<file path="src/rtl/axi4_lite_master_if.sv">
// AXI4-Lite channel bundle shared by a master and a slave.
// The master modport drives addresses, data, valids and bready/rready.
interface axi4_lite_master_if #(
  parameter int ADDR_WIDTH = 32,
  parameter int DATA_WIDTH = 32
);
  logic [ADDR_WIDTH-1:0]   awaddr;
  logic                    awvalid;
  logic                    awready;
  logic [DATA_WIDTH-1:0]   wdata;
  logic [DATA_WIDTH/8-1:0] wstrb;
  logic                    wvalid;
  logic                    wready;
  logic [1:0]              bresp;
  logic                    bvalid;
  logic                    bready;
  logic [ADDR_WIDTH-1:0]   araddr;
  logic                    arvalid;
  logic                    arready;
  logic [DATA_WIDTH-1:0]   rdata;
  logic [1:0]              rresp;
  logic                    rvalid;
  logic                    rready;

  modport master (
    output awaddr, awvalid, wdata, wstrb, wvalid, bready, araddr, arvalid, rready,
    input  awready, wready, bresp, bvalid, arready, rdata, rresp, rvalid
  );

  modport slave (
    input  awaddr, awvalid, wdata, wstrb, wvalid, bready, araddr, arvalid, rready,
    output awready, wready, bresp, bvalid, arready, rdata, rresp, rvalid
  );
endinterface

</file>
<file path="src/rtl/axi4_lite_master.sv">
// Single-outstanding AXI4-Lite master: turns one cmd_* request into an AXI
// read or write and returns the result on rsp_*. Define AXIL_MASTER_TIMEOUT_EN
// to compile in a watchdog that ends a stalled transfer with rsp_resp=2'b10.
module axi4_lite_master #(
  parameter int ADDR_WIDTH     = 32,
  parameter int DATA_WIDTH     = 32,
  parameter int TIMEOUT_CYCLES = 256
) (
  input  logic                    clk,
  input  logic                    rst,
  input  logic                    cmd_valid,
  output logic                    cmd_ready,
  input  logic                    cmd_write,
  input  logic [ADDR_WIDTH-1:0]   cmd_addr,
  input  logic [DATA_WIDTH-1:0]   cmd_wdata,
  input  logic [DATA_WIDTH/8-1:0] cmd_wstrb,
  output logic                    rsp_valid,
  input  logic                    rsp_ready,
  output logic                    rsp_write,
  output logic [DATA_WIDTH-1:0]   rsp_rdata,
  output logic [1:0]              rsp_resp,
  axi4_lite_master_if.master      axi
);

  typedef enum logic [2:0] {
    IDLE,
    WRITE,
    WRESP,
    RADDR,
    RDATA,
    RSP
  } state_t;

  state_t state, next_state;
  logic   aw_done, w_done;
  logic   aw_hs, w_hs, b_hs, ar_hs, r_hs;
  logic   timeout;

  // Held low through reset so no command can be captured while aborting.
  assign cmd_ready = (state == IDLE) && !rst;

  assign aw_hs = axi.awvalid && axi.awready;
  assign w_hs  = axi.wvalid  && axi.wready;
  assign b_hs  = axi.bvalid  && axi.bready;
  assign ar_hs = axi.arvalid && axi.arready;
  assign r_hs  = axi.rvalid  && axi.rready;

  // NOTE: registers are updated only with non-blocking (<=) assignments so every
  // flop samples the pre-edge value of its neighbours, independent of block order.
  always_ff @(posedge clk) begin
    if (rst) state <= IDLE;
    else     state <= next_state;
  end

  // NOTE: next_state gets its default before the case, so no path can leave it
  // unassigned and infer a latch.
  always_comb begin
    next_state = state;
    case (state)
      IDLE:  if (cmd_valid && cmd_ready) next_state = cmd_write ? WRITE : RADDR;
      WRITE: begin
        if (timeout)                                        next_state = RSP;
        else if ((aw_done || aw_hs) && (w_done || w_hs))    next_state = WRESP;
      end
      WRESP: if (timeout || b_hs) next_state = RSP;
      RADDR: begin
        if (timeout)    next_state = RSP;
        else if (ar_hs) next_state = RDATA;
      end
      RDATA: if (timeout || r_hs) next_state = RSP;
      RSP:   if (rsp_ready)       next_state = IDLE;
      default:                    next_state = IDLE;
    endcase
  end

`ifdef AXIL_MASTER_TIMEOUT_EN
  localparam int CNT_W = $clog2(TIMEOUT_CYCLES + 1);

  logic [CNT_W-1:0] wd_cnt;
  logic             in_axi;
  logic             any_hs;

  assign in_axi  = (state == WRITE) || (state == WRESP) || (state == RADDR) || (state == RDATA);
  assign any_hs  = aw_hs || w_hs || b_hs || ar_hs || r_hs;
  assign timeout = in_axi && !any_hs && (wd_cnt == CNT_W'(TIMEOUT_CYCLES - 1));

  // Counts idle cycles of the current bus phase; any progress restarts it.
  always_ff @(posedge clk) begin
    if (rst || !in_axi || any_hs || (next_state != state)) wd_cnt <= '0;
    else                                                   wd_cnt <= wd_cnt + CNT_W'(1);
  end
`else
  assign timeout = 1'b0;
`endif

  // Every AXI output is a flop: valids rise on capture and fall only on their own handshake.
  always_ff @(posedge clk) begin
    if (rst) begin
      axi.awvalid <= 1'b0;
      axi.awaddr  <= '0;
      axi.wvalid  <= 1'b0;
      axi.wdata   <= '0;
      axi.wstrb   <= '0;
      axi.bready  <= 1'b0;
      axi.arvalid <= 1'b0;
      axi.araddr  <= '0;
      axi.rready  <= 1'b0;
      aw_done     <= 1'b0;
      w_done      <= 1'b0;
      rsp_valid   <= 1'b0;
      rsp_write   <= 1'b0;
      rsp_rdata   <= '0;
      rsp_resp    <= 2'b00;
    end else if (timeout) begin
      axi.awvalid <= 1'b0;
      axi.awaddr  <= '0;
      axi.wvalid  <= 1'b0;
      axi.wdata   <= '0;
      axi.wstrb   <= '0;
      axi.bready  <= 1'b0;
      axi.arvalid <= 1'b0;
      axi.araddr  <= '0;
      axi.rready  <= 1'b0;
      rsp_valid   <= 1'b1;
      rsp_write   <= (state == WRITE) || (state == WRESP);
      rsp_rdata   <= '0;
      rsp_resp    <= 2'b10;
    end else begin
      case (state)
        IDLE: begin
          if (cmd_valid && cmd_ready) begin
            aw_done <= 1'b0;
            w_done  <= 1'b0;
            if (cmd_write) begin
              axi.awvalid <= 1'b1;
              axi.awaddr  <= cmd_addr;
              axi.wvalid  <= 1'b1;
              axi.wdata   <= cmd_wdata;
              axi.wstrb   <= cmd_wstrb;
            end else begin
              axi.arvalid <= 1'b1;
              axi.araddr  <= cmd_addr;
            end
          end
        end
        WRITE: begin
          if (aw_hs) begin
            axi.awvalid <= 1'b0;
            axi.awaddr  <= '0;
            aw_done     <= 1'b1;
          end
          if (w_hs) begin
            axi.wvalid <= 1'b0;
            axi.wdata  <= '0;
            axi.wstrb  <= '0;
            w_done     <= 1'b1;
          end
          if (next_state == WRESP) axi.bready <= 1'b1;
        end
        WRESP: begin
          if (b_hs) begin
            axi.bready <= 1'b0;
            rsp_valid  <= 1'b1;
            rsp_write  <= 1'b1;
            rsp_rdata  <= '0;
            rsp_resp   <= axi.bresp;
          end
        end
        RADDR: begin
          if (ar_hs) begin
            axi.arvalid <= 1'b0;
            axi.araddr  <= '0;
            axi.rready  <= 1'b1;
          end
        end
        RDATA: begin
          if (r_hs) begin
            axi.rready <= 1'b0;
            rsp_valid  <= 1'b1;
            rsp_write  <= 1'b0;
            rsp_rdata  <= axi.rdata;
            rsp_resp   <= axi.rresp;
          end
        end
        RSP: begin
          if (rsp_ready) rsp_valid <= 1'b0;
        end
        default: ;
      endcase
    end
  end

endmodule

</file>
<file path="src/flat_wrapper.sv">
// flat-port wrapper written by rule: the top's interface ports become plain ports
module axi4_lite_master_flat 
#(
  parameter int ADDR_WIDTH     = 32,
  parameter int DATA_WIDTH     = 32,
  parameter int TIMEOUT_CYCLES = 256
)
  (clk, rst, cmd_valid, cmd_ready, cmd_write, cmd_addr, cmd_wdata, cmd_wstrb, rsp_valid, rsp_ready, rsp_write, rsp_rdata, rsp_resp, axi_awaddr, axi_awvalid, axi_wdata, axi_wstrb, axi_wvalid, axi_bready, axi_araddr, axi_arvalid, axi_rready, axi_awready, axi_wready, axi_bresp, axi_bvalid, axi_arready, axi_rdata, axi_rresp, axi_rvalid);
  axi4_lite_master_if #(.ADDR_WIDTH(ADDR_WIDTH), .DATA_WIDTH(DATA_WIDTH)) axi_i ();
  input  logic clk;
  input  logic rst;
  input  logic cmd_valid;
  output logic cmd_ready;
  input  logic cmd_write;
  input  logic [ADDR_WIDTH-1:0] cmd_addr;
  input  logic [DATA_WIDTH-1:0] cmd_wdata;
  input  logic [DATA_WIDTH/8-1:0] cmd_wstrb;
  output logic rsp_valid;
  input  logic rsp_ready;
  output logic rsp_write;
  output logic [DATA_WIDTH-1:0] rsp_rdata;
  output logic [1:0] rsp_resp;
  output wire logic [$bits(axi_i.awaddr)-1:0] axi_awaddr;
  output wire logic [$bits(axi_i.awvalid)-1:0] axi_awvalid;
  output wire logic [$bits(axi_i.wdata)-1:0] axi_wdata;
  output wire logic [$bits(axi_i.wstrb)-1:0] axi_wstrb;
  output wire logic [$bits(axi_i.wvalid)-1:0] axi_wvalid;
  output wire logic [$bits(axi_i.bready)-1:0] axi_bready;
  output wire logic [$bits(axi_i.araddr)-1:0] axi_araddr;
  output wire logic [$bits(axi_i.arvalid)-1:0] axi_arvalid;
  output wire logic [$bits(axi_i.rready)-1:0] axi_rready;
  input wire logic [$bits(axi_i.awready)-1:0] axi_awready;
  input wire logic [$bits(axi_i.wready)-1:0] axi_wready;
  input wire logic [$bits(axi_i.bresp)-1:0] axi_bresp;
  input wire logic [$bits(axi_i.bvalid)-1:0] axi_bvalid;
  input wire logic [$bits(axi_i.arready)-1:0] axi_arready;
  input wire logic [$bits(axi_i.rdata)-1:0] axi_rdata;
  input wire logic [$bits(axi_i.rresp)-1:0] axi_rresp;
  input wire logic [$bits(axi_i.rvalid)-1:0] axi_rvalid;
  assign axi_awaddr = axi_i.awaddr;
  assign axi_awvalid = axi_i.awvalid;
  assign axi_wdata = axi_i.wdata;
  assign axi_wstrb = axi_i.wstrb;
  assign axi_wvalid = axi_i.wvalid;
  assign axi_bready = axi_i.bready;
  assign axi_araddr = axi_i.araddr;
  assign axi_arvalid = axi_i.arvalid;
  assign axi_rready = axi_i.rready;
  assign axi_i.awready = axi_awready;
  assign axi_i.wready = axi_wready;
  assign axi_i.bresp = axi_bresp;
  assign axi_i.bvalid = axi_bvalid;
  assign axi_i.arready = axi_arready;
  assign axi_i.rdata = axi_rdata;
  assign axi_i.rresp = axi_rresp;
  assign axi_i.rvalid = axi_rvalid;
  axi4_lite_master #(.ADDR_WIDTH(ADDR_WIDTH), .DATA_WIDTH(DATA_WIDTH), .TIMEOUT_CYCLES(TIMEOUT_CYCLES)) u_core (.clk(clk), .rst(rst), .cmd_valid(cmd_valid), .cmd_ready(cmd_ready), .cmd_write(cmd_write), .cmd_addr(cmd_addr), .cmd_wdata(cmd_wdata), .cmd_wstrb(cmd_wstrb), .rsp_valid(rsp_valid), .rsp_ready(rsp_ready), .rsp_write(rsp_write), .rsp_rdata(rsp_rdata), .rsp_resp(rsp_resp), .axi(axi_i));
endmodule
</file>
<file path="config.mk">
export PLATFORM = sky130hd
export DESIGN_NAME = axi4_lite_master_flat
export DESIGN_NICKNAME = d
export VERILOG_FILES = /design/src/rtl/axi4_lite_master_if.sv /design/src/rtl/axi4_lite_master.sv /design/src/flat_wrapper.sv
export SDC_FILE = /design/constraint.sdc
export NUM_CORES = 1
export LEC_CHECK = 0
export CAP_MARGIN = 0
export CORE_ASPECT_RATIO = 0.5
export CORE_MARGIN = 5
export CORE_UTILIZATION = 35
export DETAILED_ROUTE_END_ITERATION = 12
export DONT_BUFFER_PORTS = 1
export PLACE_DENSITY_LB_ADDON = 0.25
export RECOVER_POWER = 50
export SYNTH_ARGS = -nofsm -noshare
export SYNTH_HDL_FRONTEND = slang
export SYNTH_SLANG_ARGS = --single-unit
</file>
<file path="constraint.sdc">
create_clock -name clk -period 3.9 [get_ports clk]
set_input_delay 0.39 -clock clk [delete_from_list [all_inputs] [get_ports clk]]
set_output_delay 0.39 -clock clk [all_outputs]
set_load 0.03 [all_outputs]
</file>
Word level (Yosys, flattened, before mapping). Cells that the tools add are included.

Output and inout port bits: 142. Bits of input ports: 114. Register bits after elaboration: 146. Logic and storage cells: 115.

Eq/ne operators: 16. Reduce and logical (&&, ||, !) cells: 27. Muxes and demuxes: 56.

Operators with widths (number): 32-bit two-way mux (11); 32-bit one-hot mux with 2 select lines (4); 3-bit two-way mux (6); 3-bit one-hot mux with 6 select lines (1); 1-bit two-way mux (17); 1-bit one-hot mux with 2 select lines (8); 4-bit AND reduction (4); 3-bit AND reduction (5); 4-bit two-way mux (3); 2-bit by 1-bit inequality test with 1-bit output (second input constant) (5); 2-bit inequality test (second input constant) (5); 2-bit nonzero test (5); 3-bit by 2-bit equality test with 1-bit output (second input constant) (3); 1-bit logical AND (8); 4-bit one-hot mux with 2 select lines (1); 3-bit equality test (second input constant) (2); 2-bit two-way mux (3); 2-bit one-hot mux with 2 select lines (1); 3-bit by 1-bit equality test with 1-bit output (second input constant) (1); 3-bit zero test (1); 1-bit one-hot mux with 3 select lines (1); 3-bit nonzero test (1); 1-bit logical OR (2); 1-bit zero test (1).

Longest topological paths before layout. Gate-level depths: netlist of run 1.

Word-level depth: 8. Gate-level depth with buffers: 7. Depth with buffers taken out: 4.

Worst setup path after synthesis of run 1. OpenSTA, ideal clock, no wires.

Path kind: input -> output. Start point: input rst. End point: output cmd_ready. Data arrival time: 1.709 ns. Stages: 3. Slack: 1.801 ns. Buffers on the path: 2. Data required time: 3.510 ns. Path through: clkbuf_1 clkbuf_1 nor4_1.

Word-level cells in the longest chain between the ends: 2.

Ends and longest elaborated chain: start, declared (RTL line flat_wrapper.sv:11) `input logic rst;`; 1-bit zero test (RTL line axi4_lite_master.sv:40) `assign cmd_ready = (state == IDLE) && !rst;`; 1-bit logical AND (RTL line axi4_lite_master.sv:40); end, declared (RTL line flat_wrapper.sv:13) `output logic cmd_ready;`.

No other way between the ends.

Worst setup path in the final report of run 1.
Start point: register u_core.state[0]. End point: register u_core.axi.araddr[19].

Word-level cells in the longest chain between the ends: 5. Elaborated cells between the ends (all ways): 10. Classes of those cells: eq/ne: 4; mux: 1; reduce/logical: 5.

Ends and longest elaborated chain: start, declared (RTL line axi4_lite_master.sv:34) `state_t state, next_state;`; start signal, assigned (RTL line axi4_lite_master.sv:52) `else state <= next_state;`; 3-bit zero test (RTL line axi4_lite_master.sv:40, axi4_lite_master.sv:129); 1-bit logical AND (RTL line axi4_lite_master.sv:40); 1-bit logical AND (RTL line axi4_lite_master.sv:131) `if (cmd_valid && cmd_ready) begin`; 2-bit inequality test (no source line); 4-bit AND reduction (no source line); end signal, assigned (RTL line axi4_lite_master.sv:142) `axi.araddr <= cmd_addr;`; end, declared (RTL line axi4_lite_master_if.sv:26) `output awaddr, awvalid, wdata, wstrb, wvalid, bready, araddr, arvalid, rready,`.

Several ways; a longest one is shown, not always the timed one. A chain may end at the register's enable or synchronous reset.

==> flow_summary.yaml, run 1 <==
outcome:
  run_status: "finished clean"
timing:
  post-route-period-util: 0.600
  max_clock_freq_ghz: 0.428
  grt_setup_unrepaired: "false"
  layout_min_cycle_time_ps: 2340
  setup_viol: 0
  tns_ps: 0
  finalHoldViolations: 0
  fin_worst_skew_ps: 8.15
  slew_violations: 0
  slew_headroom: 0.301
  worst_pin_slew_ps: 1050
clock_tree:
  clk_pin_slew_ps: 60
  htreeDepth: 4
  cts_tree: "done"
  cts_setup_buffers: 0
  cts_sinks: 146
  cts-root-buf: "clkbuf_16"
  cts_resized: 0
  clk_latency_ps: 410
  cts_buffers: 17
  cts_hold_buffers: 0
  clockBufferDepth: 2
setup_path:
  arrival_ps: 2670
  worstPathCellList: "or4b_4 > or3_2 > o2bb2ai_2"
  path_max_fanout: 34
  cp_slowest_cell: "or3_2"
  critPathKind: "reg -> reg"
  end_kind: "flop"
  crit_family: "simple AND/OR/NAND/NOR gates"
  crit_buf_inv: 0
  max_stage_delay_ps: 860
  worstPathRequired_ps: 4230
  crit_path_start_kind: "flop"
synthesis:
  synth_commonest_cells: "dfxtp_1 (146), nand2_1 (74), a21oi_1 (38)"
  ys.flop_type: "dfxtp_1"
  ys_ff_latch: 146
  ys_top_cells_by_area: "dfxtp_1 (55%), o2bb2ai_2 (8.5%), a22o_1 (5.9%)"
  syn_inst: 514
  seq_area_frac_synth: 0.550
  synth_edf_count: 0
  synth.most_common_cell: "dfxtp_1"
  synth_nets: 628
  yosysWarnings: 0
  synthArstFlopShare: 0
  yosys.area.top_type: "dfxtp_1"
  syn_avg_cell_area_um2: 10.3
  syn_area_um2: 5320
  synth_top_area_frac: 0.550
  ys_types: 44
placement:
  io_buffers: 0
  hpwl_um: 9680
  gp_congestion: 0.734
routing:
  drc: 0
  post_drt_wl_per_cell_um: 19.8
  wirelength_um: 14000
  viasPerCell: 5.23
  dr.pass1.iters: 4
  drtIter0Drc: 127
  vias: 3697
  ant_nets: 0
finish:
  areaGrowthSynthToFinish_pct: 12.6
  antenna_cells: 0
  drive_gt1_frac: 0.155
  multi_input_area_um2: 2180
  fillers: 1443
  nets: 611
  regArea_um2: 2920
power_and_ir_drop:
  p_per_area_nw_per_um2: 577
  p_leak_nw: 2.06
  ir_worst_vdd_uv: 265
  p_total_mw: 3.45
min_path:
  hold_path_class: "in -> reg"
floorplan:
  die_area_um2: 17900
  die_w_um: 184
  pin_count: 256
  num_rows: 31
  core-area_um2: 14700
  start_util: 0.363
  die_h_um: 97.2
global_routing:
  grt_overflow_total: 0
  grt_pass1_wl_um: 21300
  grt_pass1_vias: 3576
  grt_usage: 0.150
  grt_antenna_before_repair: 1
  grt_max_degree: 82
job:
  max_cap_violations: 0
layout make-up:
class                      instances  share of cell area
inverter                           1            0.000627
sequential                       146               0.488
clock buffer                      19              0.0723
tap                              198              0.0414
multi-input combinational        325               0.364
clock inverter                    12              0.0263
timing repair buffer               6             0.00752
report_power, final:
part	internal, mW	switching (mW)	total (mW)
Sequential	1.54	0.124	1.66
Clock	1.01	0.636	1.64
Combinational	0.0605	0.0897	0.150
worst register-to-register path, stage by stage, from the launching register on:
cell and delay (ps):
dfxtp_1 450, or4b_4 600, or3_2 860, o2bb2ai_2 350
stage by stage:
stage	area, um^2	instances	utilization	hold slack [ps]	worst slack [ps]
global placement	5400	676	0.368	476	1590
global route	5990	707	0.408	44.2	1390
detailed placement	5400	676	0.368	474	1560
CTS	5990	707	0.409	30.3	1550
finish	5990	707	0.408	92.0	1560
floorplan	5320	514	-	454	1800
state kept, by name, summed over array words and instances (netlist names):
register / flops
u_core.axi.araddr: 32
u_core.axi.awaddr: 32
u_core.axi.wdata: 32
u_core.rsp_rdata: 32
u_core.axi.wstrb: 4
u_core.state: 3
u_core.rsp_resp: 2
u_core.aw_done: 1
u_core.axi.arvalid: 1
u_core.axi.awvalid: 1
u_core.axi.bready: 1
u_core.axi.rready: 1
u_core.axi.wvalid: 1
u_core.rsp_valid: 1
u_core.rsp_write: 1
u_core.w_done: 1
cell usage in the layout (no fill, tap or decap), types with 4 or more instances in the layout:
master / netlist / routed
nand2_1: 74 / 74
nand3_1: 33 / 33
nor3_1: 4 / 4
o21ai_0: 31 / 31
nand2b_1: 34 / 34
a21oi_1: 38 / 38
dfxtp_1: 146 / 146
nor2_1: 4 / 4
clkbuf_16: 0 / 17
a22o_1: 36 / 36
buf_4: 3 / 6
o2bb2ai_2: 30 / 30
cells by family (layout without fill, tap and decap cells):
family	count (synthesis)	after routing	share of synthesized area
and+or+nand+nor	169	169	0.163
AOI/OAI and AO/OA	154	154	0.239
DFF	146	146	0.550
buffers and inverters	43	38	0.0449
muxes	2	2	0.00376
routing by layer:
layer,share of wire,global-route usage,vias to the layer above
met1,0.40,0.174,1724
met4,0.018,0.0528,2
met5,0.00079,0,-
met2,0.45,0.229,160
li1,-,-,1787
met3,0.13,0.0905,24
final timing paths:
| check | startpoint | to | slack, ps | depth (start not counted) |
|---|---|---|---|---|
| min | rst | u_core.rsp_rdata[22]$_SDFFE_PP0P_ | 90 | 1 |
| max | u_core.state[0]$_SDFF_PP0_ | u_core.axi.araddr[19]$_SDFFE_PP0P_ | 1560 | 3 |
| min reg2reg | u_core.aw_done$_SDFFE_PP0P_ | u_core.aw_done$_SDFFE_PP0P_ | 520 | 2 |
| max reg2reg | u_core.state[0]$_SDFF_PP0_ | u_core.axi.araddr[19]$_SDFFE_PP0P_ | 1560 | 3 |
No activity file was read; power rests on OpenSTA's default activity.
==> inputs of run 2 (changes only) <==
Clock period 3.9 ns to 2.2 ns, I/O delays scaled along.
==> flow_summary.yaml, run 2 (synthesized netlist as in run 1, its figures left out) <==
routing:
  viasPerCell: 5.07
  wirelength_um: 15500
  drtIter0Drc: 141
  dr.pass1.iters: 4
  vias: 4186
  post_drt_wl_per_cell_um: 18.8
  drc: 0
  ant_nets: 0
power_and_ir_drop:
  switching_power_mw: 1.61
  p_seq_frac: 0.462
  swShare: 0.255
  ir_worst_vdd_uv: 529
  p_per_area_nw_per_um2: 882
  p_leak_nw: 2.58
  comb_power_share: 0.075
  p_int_mw: 4.72
  p_clk_frac: 0.463
  p_total_mw: 6.34
timing:
  tns_ps: 0
  hold_ws_ps: 10.6
  finalWorstSetupSlack_ps: 170
  slew_headroom: 0.612
  slew_violations: 0
  fin_worst_skew_ps: 10.9
  finalHoldViolations: 0
  worst_pin_slew_ps: 580
  layout_min_cycle_time_ps: 2030
  grt_setup_unrepaired: "false"
  setup_viol: 0
  max_clock_freq_ghz: 0.493
  post-route-period-util: 0.923
floorplan:
  num_rows: 31
  start_util: 0.363
  die_h_um: 97.2
  core-area_um2: 14700
  die_w_um: 184
  pin_count: 256
  die_area_um2: 17900
clock_tree:
  cts_sinks: 146
  clk_latency_ps: 410
  cts-root-buf: "clkbuf_16"
  htreeDepth: 4
  cts_buffers: 17
  clk_pin_slew_ps: 70
  clockBufferDepth: 2
  cts_tree: "done"
finish:
  utilization: 0.490
  layout_common_cells: "dfxtp_1 (146), dlygate4sd3_1 (103), nand2_1 (74)"
  final_common_cell: "dfxtp_1"
  drive_gt1_frac: 0.148
  antenna_cells: 0
  areaGrowthSynthToFinish_pct: 35.1
  nets: 729
  fillers: 1287
setup_path:
  critPathKind: "reg -> reg"
  path_max_fanout: 34
  worstPathRequired_ps: 2560
  end_kind: "flop"
  crit_path_start_kind: "flop"
  arrival_ps: 2390
global_routing:
  grt_usage: 0.167
  grt_pass1_wl_um: 23900
  grt_pass1_vias: 4263
  grt_antenna_before_repair: 1
  grt_max_degree: 48
  grt_overflow_total: 0
placement:
  place_ws_ps: 245
  gp_congestion: 0.711
  io_buffers: 0
  hpwl_um: 9890
outcome:
  run_status: "finished clean"
min_path:
  hold_path_class: "in -> reg"
job:
  max_cap_violations: 0
run 2: worst paths after layout:
| kind | from | slack [ps] | depth (start not counted) | to |
|---|---|---|---|---|
| max | u_core.state[0]$_SDFF_PP0_ | 170 | 7 | u_core.rsp_rdata[20]$_SDFFE_PP0P_ |
| max reg2reg | u_core.state[0]$_SDFF_PP0_ | 170 | 7 | u_core.rsp_rdata[20]$_SDFFE_PP0P_ |
| min reg2reg | u_core.w_done$_SDFFE_PP0P_ | 490 | 2 | u_core.w_done$_SDFFE_PP0P_ |
| min | cmd_addr[27] | 10 | 2 | u_core.axi.araddr[27]$_SDFFE_PP0P_ |
run 2: routing by layer:
metal,vias to the layer above,GRT usage,share of wire
li1,2027,-,-
met1,1992,0.191,0.41
met2,148,0.282,0.48
met3,17,0.0718,0.098
met4,2,0.0528,0.012
met5,-,0,0.00045
run 2: metrics by stage:
step           cell area (um^2)  std cells
3_3_place_gp               5550        690
3_5_place_dp               5550        690
6_report                   7190        826
4_1_cts                    7200        826
5_1_grt                    7190        826
2_1_floorplan              5320        514
run 2: what timing repair did:
| action | CTS | global route |
|---|---|---|
| setup buffers | 0 | 0 |
| setup endpoints to repair | 0 | 1 |
| gates resized for setup | 0 | 1 |
| hold buffers | 104 | 0 |
| endpoints found under the hold margin | 126 | 0 |
run 2: power by group through the flow:
stage               sequential, mW  combinational [mW]  clock [mW]
CTS                           2.93               0.475        3.00
finish                        2.93               0.473        2.94
global route                  2.94               0.512        3.12
floorplan                     2.97               0.262           0
global placement              2.99               0.300           0
detailed placement            2.99               0.307           0
run 2: layout make-up:
class	instances	area [um^2]	share of cell area
inverters	1	3.75	0.000522
repair buffers	124	1230	0.171
well taps	198	248	0.0345
flip-flops and latches	146	2920	0.407
clock inverters	12	145	0.0202
multi-input cells	325	2180	0.303
clock buffers	20	457	0.0635
run 2: worst max-delay path: stages (launching register included):
cell           delay [ps]
dfxtp_1               410
buf_4                 200
and3b_2               220
nand2_1                80
buf_6                 270
nand3_1               110
a21oi_1               150
dlygate4sd3_1         550
